$ cat config.mk
export PLATFORM = sky130hd
export DESIGN_NAME = cell_scan_counter
export DESIGN_NICKNAME = d
export VERILOG_FILES = /design/src/rtl/floodit_pkg.sv /design/src/rtl/cell_scan_counter.sv
export SDC_FILE = /design/constraint.sdc
export NUM_CORES = 1
export LEC_CHECK = 0
export CAP_MARGIN = 25
export CORE_MARGIN = 4
export CORE_UTILIZATION = 30
export DETAILED_ROUTE_END_ITERATION = 6
export HOLD_SLACK_MARGIN = 0.05
export PLACE_DENSITY = 0.55
export SYNTH_ARGS = -nofsm -noshare
export SYNTH_HDL_FRONTEND = slang
export SYNTH_SLANG_ARGS = --single-unit
$ cat constraint.sdc
create_clock -name clk_i -period 4.55 [get_ports clk_i]
set_input_delay 0.455 -clock clk_i [delete_from_list [all_inputs] [get_ports clk_i]]
set_output_delay 0.455 -clock clk_i [all_outputs]
set_load 0.02 [all_outputs]
$ cat src/rtl/floodit_pkg.sv
// Shared constants and types for the flood-it board checker.
package floodit_pkg;

    // Default board geometry and colour encoding
    localparam int unsigned MAX_SIZE = 26;
    localparam int unsigned COLOR_W  = 3;

    // Fixed interface widths
    localparam int unsigned ADDR_W  = 5;
    localparam int unsigned MOVES_W = 8;
    localparam int unsigned COUNT_W = 10;

    localparam logic [COUNT_W-1:0] COUNT_MAX = '1;

    // Colour codes
    localparam logic [COLOR_W-1:0] COLOR_RED    = 3'd0;
    localparam logic [COLOR_W-1:0] COLOR_GREEN  = 3'd1;
    localparam logic [COLOR_W-1:0] COLOR_BLUE   = 3'd2;
    localparam logic [COLOR_W-1:0] COLOR_YELLOW = 3'd3;

    typedef enum logic [1:0] {
        StIdle,
        StScan,
        StFinish
    } checker_state_e;

    // Limit a requested board edge to the largest supported one
    function automatic logic [ADDR_W-1:0] clamp_size(input logic [ADDR_W-1:0] size,
                                                     input int unsigned      max_size);
        if (32'(size) > max_size) begin
            return ADDR_W'(max_size);
        end
        return size;
    endfunction

endpackage

$ cat src/rtl/cell_scan_counter.sv
// Row-major cell address generator: column wraps at size-1 and bumps the row.
module cell_scan_counter #(
    parameter int unsigned AddrW = floodit_pkg::ADDR_W
) (
    input  logic             clk_i,
    input  logic             rst_ni,
    input  logic             clear_i,
    input  logic             advance_i,
    input  logic [AddrW-1:0] size_i,
    output logic [AddrW-1:0] row_o,
    output logic [AddrW-1:0] col_o,
    output logic             last_o
);

    localparam logic [AddrW-1:0] One = {{(AddrW-1){1'b0}}, 1'b1};

    logic [AddrW-1:0] row_q;
    logic [AddrW-1:0] col_q;
    logic [AddrW-1:0] max_idx;

    assign max_idx = size_i - One;
    assign last_o  = (row_q == max_idx) && (col_q == max_idx);
    assign row_o   = row_q;
    assign col_o   = col_q;

    // Address register: clear restarts at (0,0), advance steps in row-major order
    always_ff @(posedge clk_i or negedge rst_ni) begin
        if (!rst_ni) begin
            row_q <= '0;
            col_q <= '0;
        end else if (clear_i) begin
            row_q <= '0;
            col_q <= '0;
        end else if (advance_i) begin
            if (col_q == max_idx) begin
                col_q <= '0;
                row_q <= row_q + One;
            end else begin
                col_q <= col_q + One;
            end
        end
    end

endmodule

==> impl_metrics.yaml, run 1 <==
run_status:
  status: "finished, final reports clean"
sta:
  slew-limit-headroom_pct: 66.9
  setup_viol: 0
  final-hold-violation-count: 0
  whs_ns: 0.517
  period_share_pct: 72.7
  clock_skew_ns: 0.00270
  fmax_mhz: 302
  tightest_slew_ns: 0.495
  min_period_ns: 3.31
  slew_violations: 0
  setup_tns_ns: 0
  rsz0062_at_grt: "no"
floorplan:
  die_h_um: 58.8
  rows: 18
  io_pins: 20
  core-area_mm2: 0.00248
  dieArea_mm2: 0.00345
  start_util_pct: 31.2
  chipWidth_um: 58.8
synth:
  ys_seq_area_share_pct: 32.4
  synth_fp_nets: 93
  synth_seq_cells: 10
  async_flop_share_pct: 100
  synth_area_leaders: "dfrtp_1 32%, xnor2_1 9.1%, ha_1 4.9%"
  yosysTopAreaCellShare_pct: 32.4
  synth-main-ff-cell: "dfrtp_1"
  yosysWarnings: 0
  synth_area_leader_cell: "dfrtp_1"
  synthCells: 81
  avgSynthCellArea_um2: 9.55
  synth-edff-count: 0
  synth_cell_types: 37
  syn_area_um2: 773
clock_tree:
  post-cts-setup-buffer-count: 0
  cts_tree: "built"
  h-tree-depth: 1
  clockRootBuffer: "clkbuf_4"
  clkSinkCount: 10
  clock_path_buffers: 2
  holdBufCountCts: 0
  postCtsResizedCells: 0
  clkLatencyLatePin_ns: 0.27
  path_clk_slew_ns: 0.07
  numCtsBuffers: 3
place:
  port_buffers: 19
  gp_congestion: 0.766
  place_hpwl_um: 1450
  dpl-instance-area_um2: 992
worst_setup_path:
  cp-start-kind: "input port"
  crit_fanout: 9
  crit_type: "input port to output pin"
  cp.arrival_ns: 2.85
  crit_path_end_kind: "output pin"
  crit_required_ns: 4.09
power:
  ir_drop_uv: 84.5
  power_density_mw_per_mm2: 205
  p_leak_uw: 0.000393
  p_total_uw: 208
drt:
  drt-initial-drc-count: 15
  vias: 701
  route.detailed.wl_per_inst_um: 14.5
  viasPerCell: 5.35
  drc_errors: 0
  dr.pass1.iters: 4
  ant_nets: 0
  drt_wl_total_um: 1900
layout:
  n_antenna_cell: 0
  area_delta_synth_final_pct: 31.2
  final.fill_count: 244
  drive_gt1_share_pct: 8.91
  finish.instance_area_mm2: 0.00101
  fin_nets: 115
global_routing:
  grt_overflow_total: 0
  met1_usage_pct: 15.7
  antenna_found_initial: 0
  grt_pass1_vias: 735
  grt_pass1_wl_um: 3420
  gr-usage-met3_pct: 2.85
  grt_usage_pct: 12.8
  grt_max_degree: 16
  busiest_layer: "met2"
  grt_util_met2_pct: 21.3
flow_run:
  max_cap_viol_count: 0
min_path:
  min_path_type: "input port to async pin"
-- layout make-up --
type,instances,area (µm²),share of cell area [%]
multi-input cells,67,507,49.9
flip-flops and latches,10,250,24.7
repair buffers,19,190,18.7
well taps,30,37.5,3.70
clock buffers,3,22.5,2.22
inverters,2,7.51,0.740
-- metal layers --
metal  share of wire [%]  vias to the layer above
li1                    -                      338
met1                  43                      332
met2                  49                       27
met3                 6.8                        4
met4                 1.2                        0
met5                   0                        -
-- synth_stat cells, types with 2 or more instances --
master / n
nor2_1: 4
o31ai_1: 2
o21ai_0: 2
nand2b_1: 5
nand2_1: 4
nand3_1: 4
xor2_1: 3
xnor2_1: 8
a21oi_1: 5
dfrtp_1: 10
nor3_1: 2
inv_1: 2
o21a_1: 2
or4_1: 2
ha_1: 3
o211ai_1: 2
-- per-stage QoR --
stage	cells	setup slack (ns)	util, %
6_report	131	1.24	41.0
5_1_grt	131	1.06	41.0
4_1_cts	131	1.24	41.0
3_5_place_dp	128	1.25	40.1
3_3_place_gp	128	1.32	40.1
2_1_floorplan	81	2.52	-
-- cells by family after synthesis --
family,after synthesis,share of synthesized area [%]
AND/OR/NAND/NOR,31,25.1
buffers and inverters,4,2.10
AO/OA/AOI/OAI,18,16.0
XOR/XNOR,12,15.4
multiplexers,3,4.21
flip-flops,10,32.4
adder cells (fa/ha/maj),3,4.85
-- worst max-delay path: stages --
cell	delay (ns)
clkdlybuf4s50_1	0.59
inv_1	0.07
ha_1	0.24
xor2_1	0.18
o21ai_1	0.22
o21ai_4	0.11
nor2_1	0.20
and3_1	0.18
clkdlybuf4s50_1	0.59
-- worst paths after layout --
| check | startpoint | end | slack (ns) | cells past startpoint |
|---|---|---|---|---|
| max | size_i[0] | last_o | 1.24 | 9 |
| min | rst_ni | col_o[1] | 0.52 | 1 |
| max reg2reg | col_o[3] | row_o[0] | 2.75 | 4 |
| min reg2reg | row_o[4] | row_o[4] | 0.60 | 2 |
| max in group asynchronous | rst_ni | col_o[2] | 3.70 | 1 |
| min in group clk_i | row_o[4] | row_o[4] | 0.60 | 2 |
-- power by group --
group	leakage, µW	internal [µW]	switching [µW]
clock network	0.0000138	30.6	31.6
registers	0.000138	90.8	3.86
logic	0.000241	24.5	27.0
-- layout by cell type, fill, tap and decap left out, types with 2 or more instances in the layout --
cell type and count:
clkbuf_4 3, ha_1 3, o31ai_1 2, xor2_1 3, or4_1 2, nand2_1 4
o21ai_0 2, nand3_1 4, o21a_1 2, clkdlybuf4s50_1 19, nor2_1 4, xnor2_1 8
dfrtp_1 10, o211ai_1 2, nor3_1 2, nand2b_1 5, inv_1 2, a21oi_1 5
-- registers in the layout, summed over array words and instances, names as in the netlist --
signal and count:
row_o 5, col_o 5
No activity file was read; power rests on OpenSTA's default activity.
==> inputs of run 2 (changes only) <==
==> constraint.sdc (replaced) <==
create_clock -name clk_i -period 3.3 [get_ports clk_i]
set_input_delay 0.33 -clock clk_i [delete_from_list [all_inputs] [get_ports clk_i]]
set_output_delay 0.33 -clock clk_i [all_outputs]
set_load 0.02 [all_outputs]
==> results of run 2 <==
Same layout as run 1 (identical final DEF). Status: finished, final reports clean.
Main changes from that run: setup slack after placement 1.25 ns -> 0.245 ns; setup slack after layout 1.24 ns -> 0.244 ns; hold slack 0.517 ns -> 0.392 ns; register-to-register setup slack 2.75 ns -> 1.50 ns; total power 208 µW -> 287 µW; worst IR drop on VDD 84.5 µV -> 117 µV
==> inputs of run 3 (changes only) <==
--- a/config.mk
+++ b/config.mk
@@ -5,12 +5,13 @@
 export SDC_FILE = /design/constraint.sdc
 export NUM_CORES = 1
 export LEC_CHECK = 0
+export ABC_AREA = 0
 export CAP_MARGIN = 25
 export CORE_MARGIN = 4
 export CORE_UTILIZATION = 30
 export DETAILED_ROUTE_END_ITERATION = 6
 export HOLD_SLACK_MARGIN = 0.05
-export PLACE_DENSITY = 0.55
+export PLACE_DENSITY = 0.57
 export SYNTH_ARGS = -nofsm -noshare
 export SYNTH_HDL_FRONTEND = slang
 export SYNTH_SLANG_ARGS = --single-unit
==> constraint.sdc (replaced) <==
create_clock -name clk_i -period 2.6 [get_ports clk_i]
set_input_delay 0.26 -clock clk_i [delete_from_list [all_inputs] [get_ports clk_i]]
set_output_delay 0.26 -clock clk_i [all_outputs]
set_load 0.02 [all_outputs]
==> run 3 against run 2 <==
Non-clock buffer count grew 9. Count of clock-buffer cells in the layout is the same. Wire length grew 5.7%. Clock skew grew 0.010 ns. Total power grew 32%. Cell area grew 7.3%. Flip-flop and latch count is the same. Setup slack lost 0.091 ns. Clock power grew 27%. Utilization grew 3.0 points. First-iteration DRC count grew 93%. Critical endpoint unchanged.
==> impl_metrics.yaml, run 3 (synthesized netlist as in run 1, its figures left out) <==
layout:
  n_antenna_cell: 0
  fin_nets: 124
  layout_commonest_cell: "clkdlybuf4s50_1"
  drive_gt1_share_pct: 16.4
  final_core_util_pct: 43.9
  area_delta_synth_final_pct: 40.8
  final_cell_mix: "18 x clkdlybuf4s50_1, 10 x dfrtp_1, 9 x buf_4"
  stdcell_count: 140
sta:
  final-hold-violation-count: 0
  clock_skew_ns: 0.0128
  setup_viol: 0
  fmax_mhz: 409
  slew_violations: 0
  min_period_ns: 2.45
  period_share_pct: 94.1
  slew-limit-headroom_pct: 66.7
  rsz0062_at_grt: "no"
  tightest_slew_ns: 0.498
global_routing:
  grt_util_met2_pct: 18.3
  grt_max_degree: 16
  grt_pass1_wl_um: 3400
  busiest_layer: "met2"
  grt_usage_pct: 12.9
  antenna_found_initial: 0
  met1_usage_pct: 17.9
  grt_pass1_vias: 677
  gr-usage-met3_pct: 4.82
  grt_overflow_total: 0
drt:
  drc_errors: 0
  drt_wl_total_um: 2010
  vias: 716
  dr.pass1.iters: 5
  ant_nets: 0
  viasPerCell: 5.11
  drt-initial-drc-count: 29
  route.detailed.wl_per_inst_um: 14.3
floorplan:
  chipWidth_um: 58.8
  die_h_um: 58.8
  io_pins: 20
  rows: 18
  dieArea_mm2: 0.00345
  start_util_pct: 31.2
  core-area_mm2: 0.00248
clock_tree:
  post-cts-setup-buffer-count: 0
  clkLatencyLatePin_ns: 0.27
  clock_path_buffers: 2
  path_clk_slew_ns: 0.07
  postCtsResizedCells: 1
  cts_tree: "built"
  numCtsBuffers: 3
  h-tree-depth: 1
  clkSinkCount: 10
  holdBufCountCts: 0
  clockRootBuffer: "clkbuf_4"
worst_setup_path:
  worstSetupStartpoint: "size_i[0]"
  crit_required_ns: 2.34
  crit_path_end_kind: "output pin"
  critical-path-slowest-cell: "clkdlybuf4s50_1"
  crit_type: "input port to output pin"
  max_stage_delay_ns: 0.46
  crit_fanout: 4
  rr_startpoint: "col_o[3]"
  cp.arrival_ns: 2.19
  cp_cell_sequence: "clkdlybuf4s50_1, inv_1, ha_1, nor3b_4, a21oi_1, nor4_1, and3_1, clkdlybuf4s15_1"
  cp-start-kind: "input port"
  rr_worst_depth: 5
power:
  p_sw_share_pct: 29.9
  p_leak_uw: 0.000443
  p_int_uw: 267
  p_switching_uw: 114
  power_density_mw_per_mm2: 349
  combPwrFrac_pct: 27.6
  p_clk_share_pct: 28.8
  power_frac_seq_pct: 43.6
  ir_drop_uv: 289
place:
  place_hpwl_um: 1540
  gp_congestion: 0.797
  port_buffers: 19
  dp.cells: 137
min_path:
  min_path_type: "input port to async pin"
flow_run:
  max_cap_viol_count: 0
run_status:
  status: "finished, final reports clean"
[run 3: cell type report]
type	instances	area [µm²]
clock buffer	3	22.5
fill	251	1390
inverter	2	7.51
multi-input combinational	67	513
sequential	10	250
tap	30	37.5
timing repair buffer	28	258
[run 3: path summary, 6_finish.rpt]
check                      endpoint  slack [ns]
setup / recovery             last_o        0.15
hold / removal             row_o[4]        0.32
setup reg to reg           row_o[4]        0.80
hold reg to reg            row_o[4]        0.59
max in group asynchronous  row_o[0]        1.93
min in group clk_i         row_o[4]        0.59
[run 3: worst max-delay path, delay by kind of cell]
family / cells / cell delay, ns
AOI/OAI and AO/OA: 1 / 0.10
buffers and inverters: 3 / 0.84
adders and majority gates: 1 / 0.21
and+or+nand+nor: 3 / 0.79
[run 3: power groups by stage]
stage	clock network, µW	logic, µW	registers, µW
2_1_floorplan	0	51.1	171
4_1_cts	113	105	166
6_report	109	105	166
5_1_grt	120	115	167
3_5_place_dp	0	104	169
3_3_place_gp	0	103	169
[run 3: per-stage QoR]
step                TNS, ns  worst slack, ns  total power [µW]  instance area, µm²  hold WS [ns]
floorplan                 0            0.887               223                 773       -0.0356
global placement    -0.0853          -0.0853               272                1060         0.586
detailed placement   -0.141           -0.141               273                1060         0.592
CTS                       0            0.121               383                1080         0.333
global route              0           0.0170               402                1090         0.349
finish                    0            0.152               380                1090         0.316
[run 3: layer usage]
| layer | wire, µm | vias to the layer above |
|---|---|---|
| met2 | 918 | 29 |
| met4 | 8 | 0 |
| met1 | 933 | 334 |
| li1 | - | 351 |
| met5 | 0 | - |
| met3 | 144 | 2 |
